==> src/rtl/i2c_reg_init_seq_pkg.sv <==
// Shared types and constants for the I2C register-initialisation sequencer.
package i2c_cfg_pkg;

    // Sequencer states, one table entry is walked FETCH -> LOAD -> (DELAY | ISSUE/WAIT) -> NEXT.
    typedef enum logic [2:0] {
        FETCH = 3'd0,
        LOAD  = 3'd1,
        DELAY = 3'd2,
        ISSUE = 3'd3,
        WAIT  = 3'd4,
        NEXT  = 3'd5,
        DONE  = 3'd6
    } seq_state_t;

    // Sub-address value that turns a table entry into a wait instead of a write.
    localparam logic [7:0] DEFAULT_DELAY_CODE = 8'hFF;
    localparam logic [7:0] DEFAULT_SLAVE_ADDR = 8'h72;

    // System-clock cycles per controller work-clock tick; never below one.
    function automatic int tick_div(input int clk_freq, input int i2c_freq);
        int d;
        d = clk_freq / (2 * i2c_freq);
        return (d < 1) ? 1 : d;
    endfunction

endpackage

==> src/rtl/i2c_reg_init_seq_if.sv <==
// ROM table port plus GO/END/ACK handshake towards the shared I2C byte controller.
interface i2c_reg_init_seq_if #(
    parameter int ADDR_W = 6
);
    logic [ADDR_W-1:0] oROM_ADDR;
    logic [15:0]       iROM_DATA;
    logic              oTICK;
    logic [23:0]       oI2C_DATA;
    logic              oI2C_GO;
    logic              iI2C_END;
    logic              iI2C_ACK;

    // Sequencer side.
    modport master (
        output oROM_ADDR, oTICK, oI2C_DATA, oI2C_GO,
        input  iROM_DATA, iI2C_END, iI2C_ACK
    );

    // ROM and controller side.
    modport slave (
        input  oROM_ADDR, oTICK, oI2C_DATA, oI2C_GO,
        output iROM_DATA, iI2C_END, iI2C_ACK
    );
endinterface

==> src/rtl/i2c_reg_init_seq_tick_gen.sv <==
// Free-running divider giving a one-cycle enable per controller work-clock period.
module i2c_tick_gen
    import i2c_cfg_pkg::*;
#(
    parameter int CLK_FREQ = 50000000,
    parameter int I2C_FREQ = 20000
) (
    input  logic i_clk,
    input  logic i_rst,
    output logic o_tick
);
    localparam int DIV = tick_div(CLK_FREQ, I2C_FREQ);
    localparam int CNT_W = (DIV > 1) ? $clog2(DIV) : 1;
    localparam logic [CNT_W-1:0] CNT_LAST = CNT_W'(DIV - 1);

    logic [CNT_W-1:0] r_cnt;
    logic             w_wrap;

    assign w_wrap = (r_cnt == CNT_LAST);

    // Count 0..DIV-1 and wrap.
    always_ff @(posedge i_clk or posedge i_rst) begin
        if (i_rst)
            r_cnt <= '0;
        else if (w_wrap)
            r_cnt <= '0;
        else
            r_cnt <= r_cnt + 1'b1;
    end

    // Masked by reset so a divide-by-one build still reads 0 while held in reset.
    assign o_tick = w_wrap & ~i_rst;

endmodule

==> src/rtl/i2c_reg_init_seq.sv <==
// Table-driven I2C register-initialisation sequencer with NACK retry, delay entries
// and debounced-interrupt / start-pulse re-run.
//
// state | meaning
// FETCH | present current index on the ROM address
// LOAD  | ROM word valid: decode delay entry or latch the 3-byte write
// DELAY | count down delay ticks
// ISSUE | raise GO on the next tick
// WAIT  | wait for END on a tick; ACK -> NEXT, NACK -> retry or skip
// NEXT  | advance index or finish
// DONE  | sequence complete; watch iSTART and debounced interrupt
module i2c_reg_init_seq
    import i2c_cfg_pkg::*;
#(
    parameter int         CLK_FREQ    = 50000000,
    parameter int         I2C_FREQ    = 20000,
    parameter logic [7:0] SLAVE_ADDR  = DEFAULT_SLAVE_ADDR,
    parameter int         ENTRIES     = 31,
    parameter int         ADDR_W      = 6,
    parameter int         MAX_RETRY   = 3,
    parameter logic [7:0] DELAY_CODE  = DEFAULT_DELAY_CODE,
    parameter int         DELAY_TICKS = 20,
    parameter int         DEB_TICKS   = 16
) (
    input  logic                iCLK,
    input  logic                iRST,
    input  logic                iSTART,
    input  logic                iIRQ_N,
    i2c_reg_init_seq_if.master  bus,
    output logic                oBUSY,
    output logic                oREADY,
    output logic                oERR,
    output logic [7:0]          oERR_CNT
);
    localparam logic [ADDR_W-1:0] LAST_IDX  = ADDR_W'(ENTRIES - 1);
    localparam logic [7:0]        RETRY_MAX = 8'(MAX_RETRY);
    localparam logic [15:0]       DEB_LAST  = 16'(DEB_TICKS - 1);
    localparam logic [15:0]       DLY_MULT  = 16'(DELAY_TICKS);

    seq_state_t        r_state;
    seq_state_t        w_state_nxt;
    logic              w_tick;
    logic [ADDR_W-1:0] r_idx;
    logic [ADDR_W-1:0] r_rom_addr;
    logic [7:0]        r_retry;
    logic [15:0]       r_dly;
    logic [15:0]       r_deb;
    logic [23:0]       r_i2c_data;
    logic              r_go;
    logic              r_busy;
    logic              r_ready;
    logic              r_err;
    logic [7:0]        r_err_cnt;
    logic              r_irq_meta;
    logic              r_irq_sync;

    logic              w_is_delay;
    logic [15:0]       w_dly_load;
    logic              w_dly_done;
    logic              w_end_seen;
    logic              w_can_retry;
    logic              w_deb_hit;
    logic              w_restart;
    logic              w_go_set;
    logic              w_go_clr;
    logic              w_skip;
    logic              w_busy_nxt;
    logic              w_ready_nxt;

    i2c_tick_gen #(
        .CLK_FREQ (CLK_FREQ),
        .I2C_FREQ (I2C_FREQ)
    ) u_tick_gen (
        .i_clk  (iCLK),
        .i_rst  (iRST),
        .o_tick (w_tick)
    );

    assign w_is_delay  = (bus.iROM_DATA[15:8] == DELAY_CODE);
    assign w_dly_load  = 16'(bus.iROM_DATA[7:0]) * DLY_MULT;
    // A zero count leaves at once; otherwise leave on the tick that would reach zero.
    assign w_dly_done  = (r_dly == 16'd0) || (w_tick && (r_dly == 16'd1));
    assign w_end_seen  = w_tick && bus.iI2C_END;
    assign w_can_retry = r_retry < RETRY_MAX;
    assign w_deb_hit   = w_tick && !r_irq_sync && (r_deb == DEB_LAST);
    // iSTART and a debounce hit in the same cycle collapse into one restart.
    assign w_restart   = (r_state == DONE) && (iSTART || w_deb_hit);

    // State register.
    always_ff @(posedge iCLK or posedge iRST) begin
        if (iRST)
            r_state <= FETCH;
        else
            r_state <= w_state_nxt;
    end

    // Next-state logic.
    always_comb begin
        w_state_nxt = r_state;
        case (r_state)
            FETCH: w_state_nxt = LOAD;
            LOAD:  w_state_nxt = w_is_delay ? DELAY : ISSUE;
            DELAY: if (w_dly_done) w_state_nxt = NEXT;
            ISSUE: if (w_tick) w_state_nxt = WAIT;
            WAIT: begin
                if (w_end_seen)
                    w_state_nxt = (bus.iI2C_ACK && w_can_retry) ? ISSUE : NEXT;
            end
            NEXT:  w_state_nxt = (r_idx == LAST_IDX) ? DONE : FETCH;
            DONE:  if (w_restart) w_state_nxt = FETCH;
            default: w_state_nxt = FETCH;
        endcase
    end

    // Output decode: strobes for the datapath and next values of the status flags.
    always_comb begin
        w_go_set    = (r_state == ISSUE) && w_tick;
        w_go_clr    = (r_state == WAIT) && w_end_seen;
        w_skip      = w_go_clr && bus.iI2C_ACK && !w_can_retry;
        w_busy_nxt  = (w_state_nxt != DONE);
        w_ready_nxt = (w_state_nxt == DONE);
    end

    // Table walk, transfer request and retry bookkeeping.
    always_ff @(posedge iCLK or posedge iRST) begin
        if (iRST) begin
            r_idx      <= '0;
            r_rom_addr <= '0;
            r_retry    <= '0;
            r_dly      <= '0;
            r_i2c_data <= '0;
            r_go       <= 1'b0;
        end else begin
            if (r_state == FETCH)
                r_rom_addr <= r_idx;
            if (r_state == LOAD) begin
                if (w_is_delay)
                    r_dly <= w_dly_load;
                else
                    r_i2c_data <= {SLAVE_ADDR, bus.iROM_DATA};
            end
            if ((r_state == DELAY) && w_tick && (r_dly != 16'd0))
                r_dly <= r_dly - 16'd1;
            if (w_go_set)
                r_go <= 1'b1;
            else if (w_go_clr)
                r_go <= 1'b0;
            if (w_go_clr) begin
                if (bus.iI2C_ACK && w_can_retry)
                    r_retry <= r_retry + 8'd1;
                else
                    r_retry <= '0;
            end
            if ((r_state == NEXT) && (r_idx != LAST_IDX))
                r_idx <= r_idx + 1'b1;
            if (w_restart)
                r_idx <= '0;
        end
    end

    // Status flags and skipped-entry error tracking.
    always_ff @(posedge iCLK or posedge iRST) begin
        if (iRST) begin
            r_busy    <= 1'b0;
            r_ready   <= 1'b0;
            r_err     <= 1'b0;
            r_err_cnt <= '0;
        end else begin
            r_busy  <= w_busy_nxt;
            r_ready <= w_ready_nxt;
            if (w_restart) begin
                r_err     <= 1'b0;
                r_err_cnt <= '0;
            end else if (w_skip) begin
                r_err <= 1'b1;
                if (r_err_cnt != 8'hFF)
                    r_err_cnt <= r_err_cnt + 8'd1;
            end
        end
    end

    // Interrupt synchroniser and tick-based low-level debounce, active only in DONE.
    always_ff @(posedge iCLK or posedge iRST) begin
        if (iRST) begin
            r_irq_meta <= 1'b1;
            r_irq_sync <= 1'b1;
            r_deb      <= '0;
        end else begin
            r_irq_meta <= iIRQ_N;
            r_irq_sync <= r_irq_meta;
            if ((r_state != DONE) || r_irq_sync)
                r_deb <= '0;
            else if (w_tick)
                r_deb <= r_deb + 16'd1;
        end
    end

    assign bus.oROM_ADDR = r_rom_addr;
    assign bus.oTICK     = w_tick;
    assign bus.oI2C_DATA = r_i2c_data;
    assign bus.oI2C_GO   = r_go;
    assign oBUSY         = r_busy;
    assign oREADY        = r_ready;
    assign oERR          = r_err;
    assign oERR_CNT      = r_err_cnt;

endmodule

==> src/flat_wrapper.sv <==
// flat-port wrapper written by rule: the top's interface ports become plain ports
module i2c_reg_init_seq_flat import i2c_cfg_pkg::*;
#(
    parameter int         CLK_FREQ    = 50000000,
    parameter int         I2C_FREQ    = 20000,
    parameter logic [7:0] SLAVE_ADDR  = DEFAULT_SLAVE_ADDR,
    parameter int         ENTRIES     = 31,
    parameter int         ADDR_W      = 6,
    parameter int         MAX_RETRY   = 3,
    parameter logic [7:0] DELAY_CODE  = DEFAULT_DELAY_CODE,
    parameter int         DELAY_TICKS = 20,
    parameter int         DEB_TICKS   = 16
)
  (iCLK, iRST, iSTART, iIRQ_N, oBUSY, oREADY, oERR, oERR_CNT, bus_oROM_ADDR, bus_oTICK, bus_oI2C_DATA, bus_oI2C_GO, bus_iROM_DATA, bus_iI2C_END, bus_iI2C_ACK);
  i2c_reg_init_seq_if #(.ADDR_W(ADDR_W)) bus_i ();
  input  logic iCLK;
  input  logic iRST;
  input  logic iSTART;
  input  logic iIRQ_N;
  output logic oBUSY;
  output logic oREADY;
  output logic oERR;
  output logic [7:0] oERR_CNT;
  output wire logic [$bits(bus_i.oROM_ADDR)-1:0] bus_oROM_ADDR;
  output wire logic [$bits(bus_i.oTICK)-1:0] bus_oTICK;
  output wire logic [$bits(bus_i.oI2C_DATA)-1:0] bus_oI2C_DATA;
  output wire logic [$bits(bus_i.oI2C_GO)-1:0] bus_oI2C_GO;
  input wire logic [$bits(bus_i.iROM_DATA)-1:0] bus_iROM_DATA;
  input wire logic [$bits(bus_i.iI2C_END)-1:0] bus_iI2C_END;
  input wire logic [$bits(bus_i.iI2C_ACK)-1:0] bus_iI2C_ACK;
  assign bus_oROM_ADDR = bus_i.oROM_ADDR;
  assign bus_oTICK = bus_i.oTICK;
  assign bus_oI2C_DATA = bus_i.oI2C_DATA;
  assign bus_oI2C_GO = bus_i.oI2C_GO;
  assign bus_i.iROM_DATA = bus_iROM_DATA;
  assign bus_i.iI2C_END = bus_iI2C_END;
  assign bus_i.iI2C_ACK = bus_iI2C_ACK;
  i2c_reg_init_seq #(.CLK_FREQ(CLK_FREQ), .I2C_FREQ(I2C_FREQ), .SLAVE_ADDR(SLAVE_ADDR), .ENTRIES(ENTRIES), .ADDR_W(ADDR_W), .MAX_RETRY(MAX_RETRY), .DELAY_CODE(DELAY_CODE), .DELAY_TICKS(DELAY_TICKS), .DEB_TICKS(DEB_TICKS)) u_core (.iCLK(iCLK), .iRST(iRST), .iSTART(iSTART), .iIRQ_N(iIRQ_N), .bus(bus_i), .oBUSY(oBUSY), .oREADY(oREADY), .oERR(oERR), .oERR_CNT(oERR_CNT));
endmodule
==> config.mk <==
export PLATFORM = sky130hd
export DESIGN_NAME = i2c_reg_init_seq_flat
export DESIGN_NICKNAME = d
export VERILOG_FILES = /design/src/rtl/i2c_reg_init_seq_pkg.sv /design/src/rtl/i2c_reg_init_seq_if.sv /design/src/rtl/i2c_reg_init_seq_tick_gen.sv /design/src/rtl/i2c_reg_init_seq.sv /design/src/flat_wrapper.sv
export SDC_FILE = /design/constraint.sdc
export NUM_CORES = 1
export LEC_CHECK = 0
export CAP_MARGIN = 40
export CORE_ASPECT_RATIO = 0.7
export CORE_MARGIN = 5
export CORE_UTILIZATION = 50
export CTS_BUF_LIST = sky130_fd_sc_hd__clkbuf_8 sky130_fd_sc_hd__clkbuf_16
export CTS_CLUSTER_SIZE = 40
export DETAILED_ROUTE_END_ITERATION = 10
export PLACE_DENSITY = 0.76
export SLEW_MARGIN = 15
export SYNTH_ARGS = -nofsm -noshare
export SYNTH_HDL_FRONTEND = slang
export SYNTH_SLANG_ARGS = --single-unit
==> constraint.sdc <==
create_clock -name iCLK -period 4.7 [get_ports iCLK]
set_clock_uncertainty 0.1 [all_clocks]
set_input_delay 0.705 -clock iCLK [delete_from_list [all_inputs] [get_ports iCLK]]
set_output_delay 0.705 -clock iCLK [all_outputs]
set_load 0.03 [all_outputs]
# ---- Word level (Yosys, flattened, before mapping)
# Index checks and enable logic that the tools add are counted.
# Widths: inputs -> output; s select.
dict set report word_totals {
  regBits 97
  latch_bits 0
  mem_bits_rw 0
  romBits 0
  in_bits 22
  out_inout_bits 43
  elab_cells 97
  mem_count 0
}
dict set report op_classes {
  addsub 6
  mul 1
  div 0
  n_lt_le_gt_ge 1
  eq_ne 16
  shift 0
  muxes 24
  n_bitwise 3
  n_reduce_logical 31
}
# cell count
set ops {}
lappend ops {{$mux 16} 5}
lappend ops {{$mux 8} 4}
lappend ops {{$pmux 3 s7} 1}
lappend ops {{$mux 3} 6}
lappend ops {{$add 16x1->16 const B} 1}
lappend ops {{$add 8x1->8 const B} 2}
lappend ops {{$eq 16x1->1 const B} 1}
lappend ops {{$eq 16x4->1 const B} 1}
lappend ops {{$logic_not 16->1} 1}
lappend ops {{$reduce_bool 16->1} 1}
lappend ops {{$sub 16x1->16 const B} 1}
lappend ops {{$reduce_bool 2->1} 7}
lappend ops {{$logic_and 1x1->1} 13}
lappend ops {{$eq 3x3->1 const B} 4}
lappend ops {{$mux 6} 2}
lappend ops {{$add 11x1->11 const B} 1}
lappend ops {{$eq 11x11->1 const B} 1}
lappend ops {{$mul 8x3->11 const B} 1}
lappend ops {{$mux 11} 1}
lappend ops {{$eq 8x8->1 const B} 1}
lappend ops {{$lt 8x2->1 const B} 1}
lappend ops {{$ne 8x8->1 const B} 1}
lappend ops {{$add 6x1->6 const B} 1}
lappend ops {{$eq 3x2->1 const B} 2}
lappend ops {{11 further kinds} 22}

# ---- Depth between registers and ports, before layout
# Gate-level depths: netlist of run 1.
dict set report logic_depth {
  ltp_word 9
  mapped_depth 9
  mapped_depth_nobuf 8
}

# ---- By module
# Synthesis of run 1 repeated with hierarchy kept, for this count alone.
dict set report unflattened {
  cells_unflattened 485
  area_unflattened_um2 5006.1
}
# mod n_inst cells_each area_per_inst_um2 seq_area_each_um2
set modules_own_cells {}
lappend modules_own_cells {i2c_reg_init_seq 1 431 4461.8 2154.6}
lappend modules_own_cells {i2c_tick_gen 1 54 544.3 275.3}

# ---- Least setup slack after synthesis of run 1
# No wires, ideal clock.
dict set report synth_path {
  path_kind {input to output}
  startpoint {input port iRST}
  endpoint {output port bus_oTICK}
  arrival_ns 4.038
  required_ns 3.895
  path_slack_ns -0.143
  stages 4
  path_buffers 1
  cell_sequence {inv_1 -> nand4_1 -> inv_2 -> clkbuf_1}
}
dict set report synth_between {
  elab_chain_cells 2
}
# item line
set synth_rtl {}
lappend synth_rtl {{start, declared} flat_wrapper.sv:17} ;# input logic iRST;
lappend synth_rtl {{$not 1->1} i2c_reg_init_seq_tick_gen.sv:32} ;# assign o_tick = w_wrap & ~i_rst;
lappend synth_rtl {{$and 1x1->1} i2c_reg_init_seq_tick_gen.sv:32}
lappend synth_rtl {{end, declared} flat_wrapper.sv:25} ;# output wire logic [$bits(bus_i.oTICK)-1:0] bus_oTICK;
# No other way between the ends.

# ---- Final worst setup path of run 1
# Ends and elaborated chain as after synthesis.

==> impl_metrics.py, run 1 <==
metrics = {
    "routing": {
        "drc_errors": 0,
        "met1Wirelength_mm": 5.21,
        "drt_wl_total_mm": 11.0,
        "first_pass_iters": 4,
        "wl_per_cell_um": 16.1,
        "antenna_left": 0,
        "vias": 3987,
        "viasPerCell": 5.81,
        "drtIter0Drc": 397,
        "wl_met3_um": 608,
        "route.met2.wl_mm": 5.09,
        "top_layer_used": "met4",
    },
    "pwr": {
        "pwr-share-seq_pct": 39.1,
        "netSwitchingFraction_pct": 33.7,
        "p_switching_mw": 0.956,
        "combPwrFrac_pct": 32.6,
        "leakage_nw": 2.70,
        "intPower_mw": 1.88,
        "p_per_area_nw_per_um2": 459,
        "ir_worst_vdd_mv": 0.351,
        "p_clk_share_pct": 28.2,
    },
    "clocking": {
        "cts_root_buf": "clkbuf_16",
        "cts_tree": "built",
        "cts_resized": 0,
        "clock_sinks": 97,
        "cts_inserted_buffers": 9,
        "clk_pin_slew_ps": 70,
        "cts_setup_buffers": 0,
        "h-tree-depth": 3,
        "clkLatencyLatePin_ps": 340,
        "clockBufferDepth": 2,
        "hold_buffers": 0,
    },
    "placed_design": {
        "placed_area_um2": 5860,
        "place.gp.congestion": 0.850,
        "dp_hpwl_mm": 8.02,
        "numPortBuffers": 60,
        "dp_slack_ps": 1300,
    },
    "global_route": {
        "grt_max_degree": 51,
        "gr-total-overflow": 0,
        "antenna_found_initial": 0,
        "grt_pass1_vias": 3928,
        "track_usage_pct": 18.2,
        "grt_first_pass_wirelength_mm": 18.7,
    },
    "logic_synthesis": {
        "synth_top_area_share_pct": 46.2,
        "synth_cell_type_count": 68,
        "synth.area.top_cells": "dfrtp_1, ha_1, mux2_2, nor2_1, xor2_1",
        "syn-instance-count": 488,
        "ys_async_sr_fraction_pct": 100,
        "synth_edf_count": 0,
        "avgSynthCellArea_um2": 10.5,
        "synth_top_area_cell": "dfrtp_1",
        "syn_area_um2": 5140,
        "synth_flop_cell": "dfrtp_1",
        "ys_seq_elements": 97,
        "yosysWarnings": 0,
        "ys_seq_area_share_pct": 47.2,
    },
    "cells_and_area": {
        "final_area_um2": 6190,
        "antenna_cells": 0,
        "multi_input_area_um2": 2570,
        "layout.nets": 593,
        "drive_gt1_share_pct": 11.4,
        "n_fill_cell": 823,
        "area_delta_synth_final_pct": 20.2,
        "area.sequential_um2": 2430,
    },
    "setup_path": {
        "arrival_ps": 2600,
        "endpoint_kind": "primary output",
        "worst_setup_path_start_kind": "input port",
        "worst_ep_required_time_ps": 3890,
        "crit_type": "in -> out",
        "crit_fanout": 15,
    },
    "sta": {
        "setup_viol": 0,
        "rsz0062_at_grt": "no",
        "period_needed_ps": 3400,
        "finalMaxSlewViolations": 0,
        "slew_headroom_pct": 40.1,
        "worst_slack_ps": 1300,
        "post-route-period-util_pct": 72.4,
        "fmax_mhz": 294,
        "worst_slew_pin_slew_ps": 891,
        "tns_ps": 0,
        "hold_viol_final": 0,
    },
    "floorplanning": {
        "dieArea_um2": 12500,
        "ioPinCount": 65,
        "rows": 31,
        "initial_core_util_pct": 50.4,
        "fp.coreArea_um2": 10200,
        "die_w_um": 131,
        "fp.dieH_um": 94.9,
    },
    "status": {
        "outcome": "finished, final reports clean",
    },
    "run": {
        "maxCapViolations": 0,
    },
    "hold_path": {
        "hold_class": "reg -> reg",
    },
}
final timing paths:
kind | cells past startpoint | start | endpoint | slack (ps)
hold reg to reg | 0 | u_core.r_irq_meta | u_core.r_irq_sync | 260
setup reg to reg | 8 | u_core.u_tick_gen.r_cnt[1] | u_core.r_state[2] | 1940
hold / removal | 0 | u_core.r_irq_meta | u_core.r_irq_sync | 260
min in group asynchronous | 3 | iRST | u_core.r_state[1] | 930
setup / recovery | 5 | iRST | bus_oTICK | 1300
max in group asynchronous | 4 | iRST | u_core.bus.oI2C_DATA[3] | 2510
stage by stage:
| stage | hold WS [ps] | instances | utilization, % | power (mW) |
|---|---|---|---|---|
| 2_1_floorplan | 245 | 491 | - | 1.72 |
| 3_3_place_gp | 247 | 669 | 57.3 | 2.02 |
| 3_5_place_dp | 247 | 670 | 57.4 | 2.05 |
| 4_1_cts | 257 | 686 | 60.6 | 2.86 |
| 5_1_grt | 266 | 686 | 60.6 | 2.98 |
| 6_report | 256 | 686 | 60.6 | 2.84 |
layout make-up:
type | instances | share of cell area [%]
multi-input cells | 363 | 41.5
clock buffers | 10 | 3.86
inverters | 12 | 0.789
repair buffers | 66 | 10.4
flip-flops and latches | 97 | 39.3
well taps | 132 | 2.67
clock inverters | 6 | 1.46
cells in the final DEF, fill, tap and decap left out, types with 3 or more instances in the layout:
master / n
o31ai_1: 3
a211oi_1: 6
xnor2_1: 14
nand3_1: 15
conb_1: 4
o21ai_0: 7
a31oi_1: 8
mux2i_1: 4
or3_1: 3
nand2_1: 24
nand4_1: 26
inv_1: 10
a21oi_1: 9
nor2b_1: 3
and2_1: 5
dfrtp_1: 95
o21a_1: 3
or2_2: 3
and4_1: 3
a211o_1: 3
o211ai_1: 4
buf_4: 6
nand3b_1: 4
xor2_1: 22
a41oi_1: 4
a21o_1: 4
nor4_1: 6
ha_1: 21
mux2_2: 23
and3_1: 13
clkbuf_16: 9
nor3_1: 15
nor2_1: 64
clkdlybuf4s50_1: 60
state kept, by name, summed over array words and instances (netlist names), 3 cells and up:
signal	flops
u_core.bus.oI2C_DATA	17
u_core.r_deb	16
u_core.r_dly	16
u_core.u_tick_gen.r_cnt	11
u_core.oERR_CNT	8
u_core.r_retry	8
u_core.bus.oROM_ADDR	6
u_core.r_idx	6
u_core.r_state	3
power by group through the flow:
stage	combinational [mW]	clock, mW	sequential (mW)
2_1_floorplan	0.435	0	1.28
3_3_place_gp	0.906	0	1.12
3_5_place_dp	0.933	0	1.12
4_1_cts	0.937	0.815	1.11
5_1_grt	1.00	0.847	1.14
6_report	0.927	0.802	1.11
cell usage after synthesis, types with 5 or more instances:
cell type,number
a21oi_1,9
nor3_1,15
a211oi_1,6
nor2_1,64
nor4_1,6
nand2_1,24
nand4_1,26
inv_1,11
and3_1,13
ha_1,21
xnor2_1,14
dfrtp_1,95
xor2_1,22
buf_4,8
and2_1,5
o21ai_0,7
mux2_2,23
a31oi_1,8
clkbuf_1,8
nand3_1,15
layer usage:
layer | global-route usage, % | up-vias
met5 | 0 | -
met4 | 5.19 | 0
met3 | 4.74 | 14
met2 | 28.7 | 97
met1 | 25.2 | 1970
li1 | - | 1906
logic make-up after synthesis:
group                    Yosys count  share of synthesized area, %
buffers and inverters             31                          3.09
adder cells (fa/ha/maj)           22                          5.50
XOR/XNOR                          36                          6.13
AND/OR/NAND/NOR                  208                          22.8
multiplexers                      28                          6.03
other                              1                        0.0729
flip-flops                        97                          47.2
AO/OA/AOI/OAI                     65                          9.14
worst max-delay path, stage by stage:
cell,delay [ps]
clkdlybuf4s50_1,530
clkinvlp_4,120
nand4_1,210
inv_2,310
clkdlybuf4s50_1,730
(Power assumes the default switching activity.)
==> run 2: changes to the inputs <==
--- a/config.mk
+++ b/config.mk
@@ -8,11 +8,11 @@
 export CAP_MARGIN = 40
 export CORE_ASPECT_RATIO = 0.7
 export CORE_MARGIN = 5
-export CORE_UTILIZATION = 50
+export CORE_UTILIZATION = 56
 export CTS_BUF_LIST = sky130_fd_sc_hd__clkbuf_8 sky130_fd_sc_hd__clkbuf_16
 export CTS_CLUSTER_SIZE = 40
 export DETAILED_ROUTE_END_ITERATION = 10
-export PLACE_DENSITY = 0.76
+export PLACE_DENSITY = 0.81
 export SLEW_MARGIN = 15
 export SYNTH_ARGS = -nofsm -noshare
 export SYNTH_HDL_FRONTEND = slang
==> constraint.sdc (replaced) <==
create_clock -name iCLK -period 3.47 [get_ports iCLK]
set_clock_uncertainty 0.1 [all_clocks]
set_input_delay 0.5205 -clock iCLK [delete_from_list [all_inputs] [get_ports iCLK]]
set_output_delay 0.5205 -clock iCLK [all_outputs]
set_load 0.03 [all_outputs]
==> impl_metrics.py, run 2 (synthesis gave the netlist of run 1 again) <==
metrics = {
    "routing": {
        "first_pass_iters": 5,
        "drt_wl_total_mm": 11.1,
        "drtIter0Drc": 368,
        "viasPerCell": 5.85,
        "antenna_left": 0,
        "wl_per_cell_um": 16.4,
        "drc_errors": 0,
        "vias": 3986,
    },
    "setup_path": {
        "crit_slowest_cell": "clkdlybuf4s50_1",
        "worst_setup_path_start_kind": "flip-flop",
        "path_delay_family": "buffers and inverters",
        "crit_chain": "inv_1, ha_1, and4bb_1, nand4_1, inv_2, clkdlybuf4s50_1",
        "reg2reg_from": "u_core.u_tick_gen.r_cnt[1]",
        "endpoint_kind": "primary output",
        "worst_ep_required_time_ps": 2850,
        "critPathMaxStageDelay_ps": 740,
        "rrSetupSlack_ps": 840,
        "crit_fanout": 15,
        "arrival_ps": 2480,
        "crit_type": "reg -> out",
        "cp.depth": 6,
        "crit_buf_inv": 3,
        "rr_endpoint": "u_core.r_state[2]",
        "reg2regPathDepth": 8,
    },
    "clocking": {
        "clock_sinks": 97,
        "cts_root_buf": "clkbuf_16",
        "hold_buffers": 0,
        "clockBufferDepth": 2,
        "clkLatencyLatePin_ps": 350,
        "cts_inserted_buffers": 9,
        "cts_resized": 0,
        "h-tree-depth": 3,
        "cts_setup_buffers": 0,
        "clk_pin_slew_ps": 70,
        "cts_tree": "built",
    },
    "hold_path": {
        "hold_class": "reg -> reg",
        "whs_path_depth": 0,
        "hold_end": "u_core.r_irq_sync",
        "min_from": "u_core.r_irq_meta",
    },
    "placed_design": {
        "dp_hpwl_mm": 8.12,
        "place.gp.congestion": 0.818,
        "placed_area_um2": 5880,
        "numPortBuffers": 60,
    },
    "global_route": {
        "gr-total-overflow": 0,
        "grt_max_degree": 62,
        "antenna_found_initial": 0,
        "grt_first_pass_wirelength_mm": 19.4,
        "grt_pass1_vias": 3914,
        "track_usage_pct": 20.7,
    },
    "sta": {
        "hold_viol_final": 0,
        "rsz0062_at_grt": "no",
        "fmax_mhz": 323,
        "post-route-period-util_pct": 89.2,
        "finalMaxSlewViolations": 0,
        "period_needed_ps": 3100,
        "worst_slew_pin_slew_ps": 846,
        "slew_headroom_pct": 43.1,
        "setup_viol": 0,
        "tns_ps": 0,
    },
    "floorplanning": {
        "die_w_um": 125,
        "ioPinCount": 65,
        "initial_core_util_pct": 57.2,
        "fp.coreArea_um2": 9000,
        "rows": 29,
        "fp.dieH_um": 90.2,
        "dieArea_um2": 11200,
    },
    "cells_and_area": {
        "layout.nets": 596,
        "largest_reg_flops": 17,
        "area_delta_synth_final_pct": 20.2,
        "final_cell_mix": "dfrtp_1, nor2_1, clkdlybuf4s50_1",
        "n_fill_cell": 725,
        "antenna_cells": 0,
        "final_area_um2": 6180,
        "final_common_cell": "dfrtp_1",
        "drive_gt1_share_pct": 11.7,
    },
    "run": {
        "maxCapViolations": 0,
    },
    "status": {
        "outcome": "finished, final reports clean",
    },
    "pwr": {
        "ir_worst_vdd_mv": 0.549,
        "p_per_area_nw_per_um2": 608,
        "leakage_nw": 2.71,
    },
}
run 2: cell types whose count changed in the layout (fill, tap and decap cells not counted), sizes merged:
cell      change
buf           +3
bufinv        -1
clkbuf        -1
clkinvlp      +1
inv           +1
run 2: stage by stage:
stage / hold WS (ps) / total power [mW] / setup WS (ps) / cells / utilization, %
after CTS: 266 / 3.79 / 384 / 680 / 68.7
after detailed placement: 249 / 2.79 / 371 / 664 / 65.4
after global placement: 248 / 2.73 / 458 / 662 / 65.0
after floorplan: 245 / 2.32 / 29.2 / 491 / -
after global routing: 272 / 3.97 / 287 / 681 / 68.7
final: 265 / 3.76 / 373 / 681 / 68.7
run 2: worst max-delay path by stage:
stage	startpoint	slack [ps]	end
floorplan	iRST	30	u_core.r_state[1]
global placement	bus_iROM_DATA[1]	460	u_core.r_dly[11]
detailed placement	bus_iROM_DATA[3]	370	u_core.r_dly[11]
CTS	u_core.u_tick_gen.r_cnt[1]	380	bus_oTICK
global route	u_core.u_tick_gen.r_cnt[1]	290	bus_oTICK
finish	u_core.u_tick_gen.r_cnt[1]	370	bus_oTICK
run 2: where the power goes:
| part | internal (mW) | leakage, nW | switching, mW |
|---|---|---|---|
| clock network | 0.558 | 0.143 | 0.428 |
| registers | 1.33 | 1.26 | 0.172 |
| logic | 0.573 | 1.30 | 0.696 |
run 2: per-layer routing:
metal  vias to the layer above  wire, um  global-route usage (%)
met5                         -         0                       0
met1                      1975      5170                    29.1
met4                         0       148                    5.29
met3                        16       495                    5.04
met2                        92      5340                    32.3
li1                       1903         -                       -
run 2: worst reg2reg max path, stage by stage (launching register included):
cell	delay, ps
dfrtp_1	410
inv_1	70
ha_1	220
and4bb_1	260
nand4_1	160
inv_2	270
a31oi_1	170
a41oi_1	390
or4b_1	460
run 2: area by class of cell:
cell class	count	area [um2]	area share [%]
sequential	97	2430	39.3
clock buffer	9	225	3.64
timing repair buffer	69	686	11.1
clock inverter	7	71.3	1.15
tap	124	155	2.51
multi-input combinational	363	2570	41.5
inverter	12	48.8	0.789
